<file path="src/rtl/multicycle_controller_if.sv">
// Control bundle between the multicycle controller and the datapath/memory:
// decode inputs and handshake in, every mux select and write strobe out.
interface multicycle_controller_if;
    logic [5:0]  op;
    logic [5:0]  funct;
    logic        zero;
    logic        memready;
    logic        memwrite;
    logic        irwrite;
    logic        regwrite;
    logic        pcen;
    logic        iord;
    logic        memtoreg;
    logic        regdst;
    logic        alusrca;
    logic [1:0]  alusrcb;
    logic [1:0]  pcsrc;
    logic [2:0]  alucontrol;
    logic [31:0] instret;

    modport master (
        input  op, funct, zero, memready,
        output memwrite, irwrite, regwrite, pcen, iord, memtoreg, regdst,
               alusrca, alusrcb, pcsrc, alucontrol, instret
    );

    modport slave (
        output op, funct, zero, memready,
        input  memwrite, irwrite, regwrite, pcen, iord, memtoreg, regdst,
               alusrca, alusrcb, pcsrc, alucontrol, instret
    );
endinterface

</file>
<file path="src/rtl/multicycle_controller.sv">
// Multicycle MIPS control FSM: one state per clock, Moore selects, with
// memready-gated fetch strobes and zero-gated branch PC enable.
module multicycle_controller (
    input  logic                          clk,
    input  logic                          reset,
    multicycle_controller_if.master       bus
);

    typedef enum logic [3:0] {
        FETCH, DECODE, MEMADR, MEMRD, MEMWB, MEMWR,
        RTYPEEX, RTYPEWB, BEQEX, ADDIEX, ADDIWB, JEX
    } state_t;

    localparam logic [5:0] OP_RTYPE = 6'b000000;
    localparam logic [5:0] OP_LW    = 6'b100011;
    localparam logic [5:0] OP_SW    = 6'b101011;
    localparam logic [5:0] OP_BEQ   = 6'b000100;
    localparam logic [5:0] OP_ADDI  = 6'b001000;
    localparam logic [5:0] OP_J     = 6'b000010;

    localparam logic [2:0] ALU_ADD = 3'b010;
    localparam logic [2:0] ALU_SUB = 3'b110;
    localparam logic [2:0] ALU_AND = 3'b000;
    localparam logic [2:0] ALU_OR  = 3'b001;
    localparam logic [2:0] ALU_SLT = 3'b111;

    state_t      state, next, cur;
    logic        is_sw;
    logic        funct_ok;
    logic        funct_legal;
    logic [2:0]  funct_alu;
    logic        retire;
    logic [31:0] instret;

    logic        pcwrite, branch;
    logic        memwrite, irwrite, regwrite;
    logic        iord, memtoreg, regdst, alusrca;
    logic [1:0]  alusrcb, pcsrc;
    logic [2:0]  alucontrol;

    // funct decode; unknown functs fall back to add and block the writeback
    always_comb begin
        funct_legal = 1'b1;
        funct_alu   = ALU_ADD;
        case (bus.funct)
            6'b100000: funct_alu = ALU_ADD;
            6'b100010: funct_alu = ALU_SUB;
            6'b100100: funct_alu = ALU_AND;
            6'b100101: funct_alu = ALU_OR;
            6'b101010: funct_alu = ALU_SLT;
            default:   funct_legal = 1'b0;
        endcase
    end

    always_ff @(posedge clk) begin
        if (reset) begin
            state    <= FETCH;
            is_sw    <= 1'b0;
            funct_ok <= 1'b0;
        end else begin
            state <= next;
            if (state == DECODE)  is_sw    <= (bus.op == OP_SW);
            if (state == RTYPEEX) funct_ok <= funct_legal;
        end
    end

    // During reset the selects decode as FETCH; strobes are squashed below
    assign cur = reset ? FETCH : state;

    always_comb begin
        next       = cur;
        pcwrite    = 1'b0;
        branch     = 1'b0;
        memwrite   = 1'b0;
        irwrite    = 1'b0;
        regwrite   = 1'b0;
        iord       = 1'b0;
        memtoreg   = 1'b0;
        regdst     = 1'b0;
        alusrca    = 1'b0;
        alusrcb    = 2'b00;
        pcsrc      = 2'b00;
        alucontrol = ALU_ADD;
        case (cur)
            FETCH: begin
                alusrcb = 2'b01;
                irwrite = bus.memready;
                pcwrite = bus.memready;
                if (bus.memready) next = DECODE;
            end
            DECODE: begin
                alusrcb = 2'b11;
                case (bus.op)
                    OP_LW, OP_SW: next = MEMADR;
                    OP_RTYPE:     next = RTYPEEX;
                    OP_BEQ:       next = BEQEX;
                    OP_ADDI:      next = ADDIEX;
                    OP_J:         next = JEX;
                    default:      next = FETCH;
                endcase
            end
            MEMADR: begin
                alusrca = 1'b1;
                alusrcb = 2'b10;
                next    = is_sw ? MEMWR : MEMRD;
            end
            MEMRD: begin
                iord = 1'b1;
                if (bus.memready) next = MEMWB;
            end
            MEMWB: begin
                memtoreg = 1'b1;
                regwrite = 1'b1;
                next     = FETCH;
            end
            MEMWR: begin
                iord     = 1'b1;
                memwrite = 1'b1;
                if (bus.memready) next = FETCH;
            end
            RTYPEEX: begin
                alusrca    = 1'b1;
                alucontrol = funct_alu;
                next       = RTYPEWB;
            end
            RTYPEWB: begin
                regdst   = 1'b1;
                regwrite = funct_ok;
                next     = FETCH;
            end
            BEQEX: begin
                alusrca    = 1'b1;
                alucontrol = ALU_SUB;
                pcsrc      = 2'b01;
                branch     = 1'b1;
                next       = FETCH;
            end
            ADDIEX: begin
                alusrca = 1'b1;
                alusrcb = 2'b10;
                next    = ADDIWB;
            end
            ADDIWB: begin
                regwrite = 1'b1;
                next     = FETCH;
            end
            JEX: begin
                pcsrc   = 2'b10;
                pcwrite = 1'b1;
                next    = FETCH;
            end
            default: next = FETCH;
        endcase
    end

    // Every exit back to FETCH ends an instruction, including illegal opcodes
    assign retire = (state != FETCH) && (next == FETCH);

    always_ff @(posedge clk) begin
        if (reset)       instret <= 32'd0;
        else if (retire) instret <= instret + 32'd1;
    end

    assign bus.memwrite   = memwrite & ~reset;
    assign bus.irwrite    = irwrite & ~reset;
    assign bus.regwrite   = regwrite & ~reset;
    assign bus.pcen       = (pcwrite | (branch & bus.zero)) & ~reset;
    assign bus.iord       = iord;
    assign bus.memtoreg   = memtoreg;
    assign bus.regdst     = regdst;
    assign bus.alusrca    = alusrca;
    assign bus.alusrcb    = alusrcb;
    assign bus.pcsrc      = pcsrc;
    assign bus.alucontrol = alucontrol;
    assign bus.instret    = instret;

endmodule

</file>
<file path="src/flat_wrapper.sv">
// flat-port wrapper written by rule: the top's interface ports become plain ports
module multicycle_controller_flat 
  (clk, reset, bus_op, bus_funct, bus_zero, bus_memready, bus_memwrite, bus_irwrite, bus_regwrite, bus_pcen, bus_iord, bus_memtoreg, bus_regdst, bus_alusrca, bus_alusrcb, bus_pcsrc, bus_alucontrol, bus_instret);
  multicycle_controller_if bus_i ();
  input  logic clk;
  input  logic reset;
  input wire logic [$bits(bus_i.op)-1:0] bus_op;
  input wire logic [$bits(bus_i.funct)-1:0] bus_funct;
  input wire logic [$bits(bus_i.zero)-1:0] bus_zero;
  input wire logic [$bits(bus_i.memready)-1:0] bus_memready;
  output wire logic [$bits(bus_i.memwrite)-1:0] bus_memwrite;
  output wire logic [$bits(bus_i.irwrite)-1:0] bus_irwrite;
  output wire logic [$bits(bus_i.regwrite)-1:0] bus_regwrite;
  output wire logic [$bits(bus_i.pcen)-1:0] bus_pcen;
  output wire logic [$bits(bus_i.iord)-1:0] bus_iord;
  output wire logic [$bits(bus_i.memtoreg)-1:0] bus_memtoreg;
  output wire logic [$bits(bus_i.regdst)-1:0] bus_regdst;
  output wire logic [$bits(bus_i.alusrca)-1:0] bus_alusrca;
  output wire logic [$bits(bus_i.alusrcb)-1:0] bus_alusrcb;
  output wire logic [$bits(bus_i.pcsrc)-1:0] bus_pcsrc;
  output wire logic [$bits(bus_i.alucontrol)-1:0] bus_alucontrol;
  output wire logic [$bits(bus_i.instret)-1:0] bus_instret;
  assign bus_i.op = bus_op;
  assign bus_i.funct = bus_funct;
  assign bus_i.zero = bus_zero;
  assign bus_i.memready = bus_memready;
  assign bus_memwrite = bus_i.memwrite;
  assign bus_irwrite = bus_i.irwrite;
  assign bus_regwrite = bus_i.regwrite;
  assign bus_pcen = bus_i.pcen;
  assign bus_iord = bus_i.iord;
  assign bus_memtoreg = bus_i.memtoreg;
  assign bus_regdst = bus_i.regdst;
  assign bus_alusrca = bus_i.alusrca;
  assign bus_alusrcb = bus_i.alusrcb;
  assign bus_pcsrc = bus_i.pcsrc;
  assign bus_alucontrol = bus_i.alucontrol;
  assign bus_instret = bus_i.instret;
  multicycle_controller u_core (.clk(clk), .reset(reset), .bus(bus_i));
endmodule
</file>
<file path="config.mk">
export PLATFORM = sky130hd
export DESIGN_NAME = multicycle_controller_flat
export DESIGN_NICKNAME = d
export VERILOG_FILES = /design/src/rtl/multicycle_controller_if.sv /design/src/rtl/multicycle_controller.sv /design/src/flat_wrapper.sv
export SDC_FILE = /design/constraint.sdc
export NUM_CORES = 1
export LEC_CHECK = 0
export BUFFER_PORTS_ARGS = -buffer_cell sky130_fd_sc_hd__buf_2
export CAP_MARGIN = 20
export CORE_UTILIZATION = 50
export DETAILED_ROUTE_END_ITERATION = 8
export GPL_TIMING_DRIVEN = 0
export PLACE_DENSITY = 0.85
export SKIP_CTS_REPAIR_TIMING = 1
export SLEW_MARGIN = 20
export SYNTH_ARGS = -nofsm -noshare
export SYNTH_HDL_FRONTEND = slang
export SYNTH_SLANG_ARGS = --single-unit
export TNS_END_PERCENT = 10
</file>
<file path="constraint.sdc">
create_clock -name clk -period 2.9 [get_ports clk]
set_input_delay 0.29 -clock clk [delete_from_list [all_inputs] [get_ports clk]]
set_output_delay 0.29 -clock clk [all_outputs]
set_load 0.01 [all_outputs]
</file>
# Word-level counts from Yosys, hierarchy flattened
# Cells that the tools add are included.
# totals
ff_bits	38
elab_cells	67
inputBits	16
output_inout_bits	47
# classes
muxes	21
eq_ne	23
n_bitwise	7
n_addsub	1
n_reduce_logical	11
# op_table
op	count
== test 6 bit, second input constant	7
adder 32 x 1 -> 32 bit, second input constant	1
case mux 4 bit (7 select lines)	1
== test 4 x 3 -> 1 bit, second input constant	5
case mux 4 bit (5 select lines)	1
== test 4 bit, second input constant	4
2-to-1 mux 4 bit	4
case mux 3 bit (4 select lines)	1
== test 4 x 1 -> 1 bit, second input constant	2
== test 4 x 2 -> 1 bit, second input constant	2
logical NOT 4 bit	2
2-to-1 mux 1 bit	8
OR reduction 2 bit	4
== test 6 x 2 -> 1 bit, second input constant	1
== test 6 x 3 -> 1 bit, second input constant	1
== test 6 x 4 -> 1 bit, second input constant	1
logical NOT 6 bit	1
case mux 2 bit (3 select lines)	1
case mux 3 bit (2 select lines)	1
bitwise AND 1 bit	5
OR reduction 5 bit	1
case mux 1 bit (2 select lines)	2
case mux 2 bit (2 select lines)	1
nonzero test 4 bit	1
other kinds (5)	5

# Longest topological paths before layout
# Gate-level depths: netlist of run 1.
# depth
ltp_word	6
depth_mapped	10
ltp_nobuf	6

# Worst setup path before layout of run 1
# Ideal clock, no wire load.
# synth_timing
kind	reg2reg
startpoint	register u_core.state[1]
endpoint	register u_core.instret[1], in the netlist u_core.bus.instret[1]
path_slack_ns	0.604
setup_time_ns	0.131
period_less_slack_ns	2.296
arrival_time_ns	2.165
stages_incl_launch_ff	10
path_buffers	3
required_ns	2.769
cell_sequence	dfxtp_1 > or4b_4 > or2_1 > o311a_1 > nand4bb_1 > buf_6 > buf_8 > buf_8 > mux2i_1 > nor2_1
# synth_between
elab_chain_len	5
elab_cells_between_ends	15
cone_classes	eq/ne (6); mux (5); reduce/logical (4)
# synth_lines
item	line_no	source
start, declared	multicycle_controller.sv:27	state_t state, next, cur;
start signal, assigned	multicycle_controller.sv:61	state <= next;
2-to-1 mux 4 bit	multicycle_controller.sv:68	assign cur = reset ? FETCH : state;
== test 4 bit, or another cell as far along	multicycle_controller.sv:84	case (cur)
case mux 4 bit (7 select lines)	multicycle_controller.sv:84	
logical NOT 4 bit	multicycle_controller.sv:157	assign retire = (state != FETCH) && (next == FETCH);
logical AND 1 bit (*)	multicycle_controller.sv:157	
end signal, assigned	multicycle_controller.sv:161	else if (retire) instret <= instret + 32'd1;
end, declared	multicycle_controller.sv:33	logic [31:0] instret;
# Mark *: on every way between the ends. The rest lies on a longest branch, timed or not.
# A chain may end at the register's enable or synchronous reset.

# Worst setup path after layout of run 1
# Same ends and word-level chain as after synthesis.

==> flow_metrics.py, run 1 <==
metrics = {
    "critical_path": {
        "arrival_ps": 2660,
        "crit_type": "reg2reg",
        "crit_path_start_kind": "flip-flop",
        "worstPathCellList": "or4b_4, or2_1, o311a_1, nand4bb_1, buf_6, buf_8, buf_8, mux2i_1, nor2_1",
        "critPathMaxStageDelay_ps": 580,
        "critPathMaxFanout": 10,
        "crit_required_ps": 3060,
        "cp_top_family": "simple AND/OR/NAND/NOR gates",
        "cpMaxStageDelayCell": "or4b_4",
        "cp-end-kind": "flip-flop",
        "crit_buf_inv": 3,
        "cpMostUsedCell": "buf_8",
    },
    "layout": {
        "final_util": 0.635,
        "final_cell_count_no_fill": 410,
        "layout_common_cells": "buf_2 (69), dfxtp_1 (38), or4_1 (24), o31ai_1 (24), a21oi_1 (22)",
        "ff_latch_area_um2": 761,
        "final_common_cell": "buf_2",
        "nFillCells": 396,
        "antenna_cells": 0,
        "multi_input_area_um2": 1450,
        "syn_to_final_growth_pct": 19.4,
        "drive_above_1_share": 0.277,
        "nets": 374,
    },
    "clock_tree": {
        "cts_buffers": 5,
        "cts_buffer_depth": 2,
        "htree_levels": 2,
        "cts_sinks": 38,
        "clk_latency_ps": 290,
        "cts_tree": "built",
        "clkTransAtPathRegs_ps": 70,
        "cts_root_buf": "clkbuf_8",
    },
    "pwr": {
        "seqPwrFrac": 0.521,
        "switching_share": 0.250,
        "p_switching_mw": 0.253,
        "ir_drop_mv": 0.292,
        "power_density_nw_per_um2": 357,
        "internal_power_mw": 0.761,
        "pwr-share-comb": 0.104,
        "pwr-share-clk": 0.375,
        "p_leak_nw": 1.05,
    },
    "route": {
        "viasPerCell": 6.29,
        "drc": 2,
        "finalWirelength_um": 6310,
        "antenna_left": 0,
        "post_drt_wl_per_cell_um": 15.4,
        "route.vias.total": 2579,
        "firstDrtPassIters": 9,
        "first_iter_violations": 128,
    },
    "yosys": {
        "syn_nets": 306,
        "ys_types": 52,
        "syn_area_um2": 2380,
        "syn_area_per_cell_um2": 8.24,
        "async_flop_share": 0,
        "seq_area_frac_synth": 0.319,
        "synth_edf_count": 0,
        "synthCells": 289,
        "synth_warnings": 0,
        "synth-main-ff-cell": "dfxtp_1",
        "ys_seq_elements": 38,
    },
    "grt": {
        "grt_pass1_wl_um": 10600,
        "gr-total-overflow": 0,
        "grt_max_degree": 12,
        "grt_usage": 0.258,
        "antenna_found_initial": 0,
        "grt_pass1_vias": 2258,
    },
    "floorplan": {
        "die_area_um2": 5040,
        "rows": 24,
        "die_x_um": 71.0,
        "core_um2": 4470,
        "fp.dieH_um": 71.0,
        "start_util": 0.532,
        "num_io_pins": 63,
    },
    "status": {
        "violations": "DRC",
        "status": "finished with violations",
    },
    "sta": {
        "rsz0062_at_grt": "no",
        "clock.fmax_mhz": 400,
        "setup_violations": 0,
        "period_needed_ps": 2500,
        "skew_ps": 8.36,
        "tightest_slew_ps": 624,
        "fin_crit_sh": 0.862,
        "slew_headroom": 0.584,
        "slew_viol_final": 0,
        "hold_viol_final": 0,
        "fin_setup_tns_ps": 0,
    },
    "placement": {
        "finalWeightedCongestion": 0.909,
        "portBuffers": 61,
        "hpwl_um": 4560,
        "dp_cells": 402,
    },
    "min_path": {
        "hp-class": "in2reg",
    },
    "job": {
        "cap_violations": 0,
    },
}
## logic make-up (layout without fill, tap and decap cells)
kind of cell,after synthesis,in the layout,share of synthesized area
AO/OA/AOI/OAI,80,80,0.228
XOR/XNOR,4,4,0.0147
adder cells (fa/ha/maj),1,1,0.00525
buffers and inverters,27,96,0.0736
flip-flops,38,38,0.319
multiplexers,1,1,0.00420
AND/OR/NAND/NOR,138,138,0.355
## worst register-to-register path: cells and delay by family (launching register included)
family	cells	cell delay [ps]
muxes	1	190
and+or+nand+nor	4	1020
DFF	1	370
buffers and inverters	3	410
AOI/OAI and AO/OA	1	370
## worst paths after layout
path                                      start                     to  slack (ps)  depth (start not counted)
worst max-delay path            u_core.state[1]  u_core.bus.instret[1]         400                          9
worst min-delay path                  bus_op[4]        u_core.state[3]         320                          3
worst max register to register  u_core.state[1]  u_core.bus.instret[1]         400                          9
worst min register to register     u_core.is_sw           u_core.is_sw         500                          2
## area by class of cell
class                      count  share of cell area
clock buffer                   7              0.0304
tap                           52              0.0229
sequential                    38               0.268
timing repair buffer          61               0.107
clock inverter                 1             0.00176
buffer                        22              0.0550
inverter                       5             0.00660
multi-input combinational    224               0.508
## cells in the mapped netlist (2+ instances only)
master     n  area share
nor2b_1    3      0.0079
nor3_1    11       0.023
a21oi_1   22       0.046
buf_8      5       0.032
nand3_1   17       0.036
or3_1     12       0.032
clkbuf_1   7       0.011
or2_1      3      0.0079
dfxtp_1   38        0.32
nand2_1   13       0.020
xnor2_1    2      0.0074
xor2_1     2      0.0074
inv_1      5      0.0079
a21oi_2   11       0.040
or3b_2     2      0.0074
and4_1     5       0.018
nand4_1    7       0.018
and3b_1    2      0.0074
or2_2      2      0.0053
nand2b_1   5       0.013
nor2_1    15       0.024
or4_1     24       0.076
and3_1     4       0.011
o21ai_0    5       0.011
buf_2      8       0.017
o21ai_1    7       0.015
nor4b_1    4       0.015
o31ai_1   24       0.076
## per-layer routing
layer,wire length [um],vias up,part of all wire,global-route usage
met5,0,-,0,0
li1,-,1254,-,-
met1,2940,1254,0.47,0.347
met3,283,7,0.045,0.0413
met4,66,0,0.010,0.0844
met2,3020,64,0.48,0.424
## sequential cells by signal, summed over array words and instances, names as in the netlist
name                cells
u_core.is_sw            1
u_core.bus.instret     32
u_core.state            4
u_core.funct_ok         1
## power by group through the flow
stage | Combinational, mW | Clock (mW) | Sequential (mW)
2_1_floorplan | 0.0699 | 0 | 0.540
3_3_place_gp | 0.104 | 0 | 0.541
3_5_place_dp | 0.105 | 0 | 0.540
4_1_cts | 0.106 | 0.385 | 0.528
5_1_grt | 0.117 | 0.410 | 0.529
6_report | 0.106 | 0.380 | 0.528
## per-stage QoR
step                setup slack (ps)  area, um^2  hold slack [ps]  power (mW)
floorplan                        604        2380              446       0.610
global placement                 416        2750              474       0.645
detailed placement               418        2750              483       0.646
CTS                              405        2840              320        1.02
global route                     161        2840              345        1.06
finish                           399        2840              319        1.01
(Power assumes the default switching activity.)
==> inputs of run 2 (changes only) <==
--- a/config.mk
+++ b/config.mk
@@ -10,7 +10,7 @@
 export CORE_UTILIZATION = 50
 export DETAILED_ROUTE_END_ITERATION = 8
 export GPL_TIMING_DRIVEN = 0
-export PLACE_DENSITY = 0.85
+export PLACE_DENSITY = 0.76
 export SKIP_CTS_REPAIR_TIMING = 1
 export SLEW_MARGIN = 20
 export SYNTH_ARGS = -nofsm -noshare
==> flow_metrics.py, run 2 (synthesis results as in run 1) <==
metrics = {
    "critical_path": {
        "cpMostUsedCell": "buf_2",
        "worstPathCellList": "buf_2, nor3b_1, o31ai_1, o311a_1, nand4bb_1, buf_6, buf_2, or4_1, a21oi_2",
        "critPathMaxStageDelay_ps": 540,
        "crit_type": "reg2reg",
        "cp-end-kind": "flip-flop",
        "startpoint": "u_core.state[2]",
        "crit_buf_inv": 3,
        "reg2reg_from": "u_core.state[2]",
        "crit_path_start_kind": "flip-flop",
        "arrival_ps": 2750,
        "crit_required_ps": 3120,
        "critPathMaxFanout": 10,
        "cpMaxStageDelayCell": "or4_1",
        "cp_top_family": "compound AO/OA/AOI/OAI gates",
    },
    "sta": {
        "tightest_slew_ps": 594,
        "slew_headroom": 0.604,
        "rsz0062_at_grt": "no",
        "period_needed_ps": 2520,
        "hold_viol_final": 0,
        "hold_slack_ps": 309,
        "fin_crit_sh": 0.869,
        "setup_violations": 0,
        "fin_setup_tns_ps": 0,
        "skew_ps": 4.04,
        "setup_slack_ps": 379,
        "slew_viol_final": 0,
        "clock.fmax_mhz": 397,
    },
    "route": {
        "finalWirelength_um": 6110,
        "drc": 7,
        "route.vias.total": 2530,
        "post_drt_wl_per_cell_um": 14.9,
        "firstDrtPassIters": 7,
        "viasPerCell": 6.17,
        "first_iter_violations": 187,
        "antenna_left": 0,
    },
    "layout": {
        "nets": 374,
        "drive_above_1_share": 0.277,
        "final_util": 0.635,
        "syn_to_final_growth_pct": 19.4,
        "largest_reg_flops": 32,
        "antenna_cells": 0,
        "reg_top3": "u_core.bus.instret x32, u_core.state x4",
        "final_common_cell": "buf_2",
        "layout_common_cells": "buf_2 (69), dfxtp_1 (38), or4_1 (24), o31ai_1 (24), a21oi_1 (22)",
        "top_register": "u_core.bus.instret",
    },
    "pwr": {
        "total_power_mw": 1.01,
        "power_density_nw_per_um2": 355,
        "p_leak_nw": 1.05,
        "ir_drop_mv": 0.222,
    },
    "floorplan": {
        "core_um2": 4470,
        "num_io_pins": 63,
        "die_x_um": 71.0,
        "fp.dieH_um": 71.0,
        "die_area_um2": 5040,
        "start_util": 0.532,
        "rows": 24,
    },
    "status": {
        "status": "finished with violations",
        "violations": "DRC",
    },
    "clock_tree": {
        "cts_buffer_depth": 2,
        "cts_sinks": 38,
        "clkTransAtPathRegs_ps": 70,
        "htree_levels": 2,
        "cts_root_buf": "clkbuf_8",
        "cts_buffers": 5,
        "clk_latency_ps": 290,
        "cts_tree": "built",
    },
    "placement": {
        "place_ws_ps": 418,
        "finalWeightedCongestion": 0.877,
        "portBuffers": 61,
        "hpwl_um": 4480,
    },
    "grt": {
        "grt_usage": 0.251,
        "antenna_found_initial": 0,
        "grt_max_degree": 12,
        "gr-total-overflow": 0,
        "grt_pass1_vias": 2231,
        "grt_pass1_wl_um": 10300,
    },
    "job": {
        "cap_violations": 0,
    },
    "min_path": {
        "hp-class": "in2reg",
        "hp-start": "bus_op[4]",
    },
}
## run 2: cell counts in the layout (fill, tap and decap cells not counted)
No cell type changed its count.
## run 2: routing by layer
layer | routed length, um | share of wire | up-vias | track usage
met5 | 0 | 0 | - | 0
met4 | 91 | 0.015 | 0 | 0.0778
met3 | 336 | 0.055 | 11 | 0.0427
met2 | 2840 | 0.46 | 73 | 0.411
met1 | 2850 | 0.47 | 1185 | 0.339
li1 | - | - | 1261 | -
## run 2: layout make-up
type | instances | area (um^2)
clock inverters | 1 | 5.00
multi-input cells | 224 | 1450
well taps | 52 | 65.1
repair buffers | 61 | 305
fillers | 424 | 1630
plain buffers | 22 | 156
flip-flops and latches | 38 | 761
clock buffers | 7 | 86.3
inverters | 5 | 18.8
## run 2: path summary, 6_finish.rpt
kind / endpoint / slack, ps / cells past startpoint
worst max-delay path: u_core.bus.instret[17] / 380 / 9
worst min-delay path: u_core.state[3] / 310 / 3
worst max register to register: u_core.bus.instret[17] / 380 / 9
worst min register to register: u_core.bus.instret[15] / 490 / 2
## run 2: worst reg2reg max path, cell delays in order (launching register included)
cell and delay [ps]:
dfxtp_1 400, buf_2 240, nor3b_1 80, o31ai_1 350
o311a_1 250, nand4bb_1 120, buf_6 160, buf_2 170
or4_1 540, a21oi_2 150
## run 2: power breakdown
group | switching, mW | internal (mW)
clock | 0.185 | 0.192
combinational | 0.0600 | 0.0444
sequential | 0.00439 | 0.524
## run 2: per-stage QoR
stage / instances / instance area, um^2
detailed placement: 402 / 2750
global placement: 402 / 2750
finish: 410 / 2840
floorplan: 289 / 2380
global route: 410 / 2840
CTS: 410 / 2840
==> inputs of run 3 (changes only) <==
--- a/config.mk
+++ b/config.mk
@@ -11,6 +11,7 @@
 export DETAILED_ROUTE_END_ITERATION = 8
 export GPL_TIMING_DRIVEN = 0
 export PLACE_DENSITY = 0.76
+export RECOVER_POWER = 100
 export SKIP_CTS_REPAIR_TIMING = 1
 export SLEW_MARGIN = 20
 export SYNTH_ARGS = -nofsm -noshare
==> flow_metrics.py, run 3 (synthesis results as in run 1) <==
metrics = {
    "status": {
        "status": "finished with violations",
        "violations": "DRC",
    },
    "route": {
        "firstDrtPassIters": 6,
        "drc": 7,
        "finalWirelength_um": 6190,
        "post_drt_wl_per_cell_um": 15.1,
        "first_iter_violations": 165,
        "viasPerCell": 6.22,
        "route.vias.total": 2551,
        "antenna_left": 0,
    },
    "critical_path": {
        "crit_path_start_kind": "flip-flop",
        "cp-end-kind": "flip-flop",
        "crit_required_ps": 3070,
        "ff2ff_setup_slack_ps": 250,
        "arrival_ps": 2810,
        "r2r_cells": 9,
        "reg2reg_from": "u_core.state[1]",
        "reg2reg_to": "u_core.bus.instret[1]",
        "crit_type": "reg2reg",
        "critPathMaxFanout": 10,
    },
    "floorplan": {
        "core_um2": 4470,
        "die_x_um": 71.0,
        "rows": 24,
        "start_util": 0.532,
        "num_io_pins": 63,
        "fp.dieH_um": 71.0,
        "die_area_um2": 5040,
    },
    "grt": {
        "antenna_found_initial": 0,
        "gr-total-overflow": 0,
        "grt_pass1_vias": 2231,
        "grt_max_degree": 12,
        "grt_pass1_wl_um": 10300,
        "grt_usage": 0.251,
    },
    "sta": {
        "setup_slack_ps": 252,
        "clock.fmax_mhz": 378,
        "hold_viol_final": 0,
        "tightest_slew_ps": 597,
        "slew_viol_final": 0,
        "period_needed_ps": 2650,
        "slew_headroom": 0.602,
        "fin_crit_sh": 0.913,
        "hold_slack_ps": 312,
        "fin_setup_tns_ps": 0,
        "skew_ps": 4.49,
        "rsz0062_at_grt": "no",
        "setup_violations": 0,
    },
    "layout": {
        "multi_input_area_um2": 1430,
        "syn_to_final_growth_pct": 15.9,
        "design_area_um2": 2760,
        "final_cell_count_no_fill": 410,
        "final_common_cell": "clkbuf_1",
        "ff_latch_area_um2": 761,
        "layout_common_cells": "clkbuf_1 (55), dfxtp_1 (38), a21oi_1 (25)",
        "drive_above_1_share": 0.137,
        "top_register": "u_core.bus.instret",
        "nets": 374,
        "nFillCells": 447,
        "largest_reg_flops": 32,
        "reg_top3": "u_core.bus.instret x32, u_core.state x4",
        "antenna_cells": 0,
        "final_util": 0.617,
    },
    "pwr": {
        "seqPwrFrac": 0.526,
        "pwr-share-clk": 0.375,
        "power_density_nw_per_um2": 365,
        "total_power_mw": 1.01,
        "p_switching_mw": 0.249,
        "pwr-share-comb": 0.100,
        "internal_power_mw": 0.757,
        "ir_drop_mv": 0.223,
        "p_leak_nw": 0.849,
        "switching_share": 0.248,
    },
    "job": {
        "cap_violations": 0,
    },
    "clock_tree": {
        "clkTransAtPathRegs_ps": 70,
        "cts_buffer_depth": 2,
        "htree_levels": 2,
        "clk_latency_ps": 290,
        "cts_root_buf": "clkbuf_8",
        "cts_tree": "built",
        "cts_sinks": 38,
        "cts_buffers": 5,
    },
    "placement": {
        "place_ws_ps": 418,
        "finalWeightedCongestion": 0.877,
        "hpwl_um": 4480,
        "place_area_um2": 2750,
        "dp_cells": 402,
        "portBuffers": 61,
    },
    "min_path": {
        "hp-class": "in2reg",
        "hp-start": "bus_op[4]",
        "whs_path_depth": 3,
        "hold_end": "u_core.state[3]",
    },
}
==> run 3: worst max path at each step <==
stage | slack (ps) | cells after the start | endpoint | startpoint
after floorplan | 600 | 9 | u_core.bus.instret[1] | u_core.state[1]
after global placement | 430 | 9 | u_core.bus.instret[1] | u_core.state[0]
after detailed placement | 420 | 9 | u_core.bus.instret[1] | u_core.state[1]
after CTS | 410 | 9 | u_core.bus.instret[1] | u_core.state[1]
after global routing | 100 | 8 | u_core.bus.instret[23] | u_core.state[1]
final | 250 | 9 | u_core.bus.instret[1] | u_core.state[1]
==> run 3: layer usage <==
layer,vias up,global-route usage,share of wire
li1,1260,-,-
met1,1207,0.339,0.48
met2,74,0.411,0.46
met3,10,0.0427,0.048
met4,0,0.0778,0.014
met5,-,0,0
==> run 3: power by group through the flow <==
stage | Combinational (mW) | Clock [mW] | Sequential, mW
2_1_floorplan | 0.0699 | 0 | 0.540
5_1_grt | 0.110 | 0.407 | 0.529
3_5_place_dp | 0.104 | 0 | 0.541
3_3_place_gp | 0.104 | 0 | 0.541
4_1_cts | 0.105 | 0.384 | 0.529
6_report | 0.100 | 0.377 | 0.529
==> run 3: cell type report <==
cell class / instances / area share
buffer: 22 / 0.0521
clock inverter: 1 / 0.00181
inverter: 5 / 0.00680
tap: 52 / 0.0236
timing repair buffer: 61 / 0.0907
sequential: 38 / 0.276
clock buffer: 7 / 0.0313
multi-input combinational: 224 / 0.518
==> run 3: critical path: stages, from the launching register on <==
cell and delay (ps):
dfxtp_1 380, or4b_1 610, or2_0 290, o311a_1 370, nand4bb_1 110, buf_6 150
buf_8 120, clkbuf_2 230, mux2i_1 210, nor2_1 50
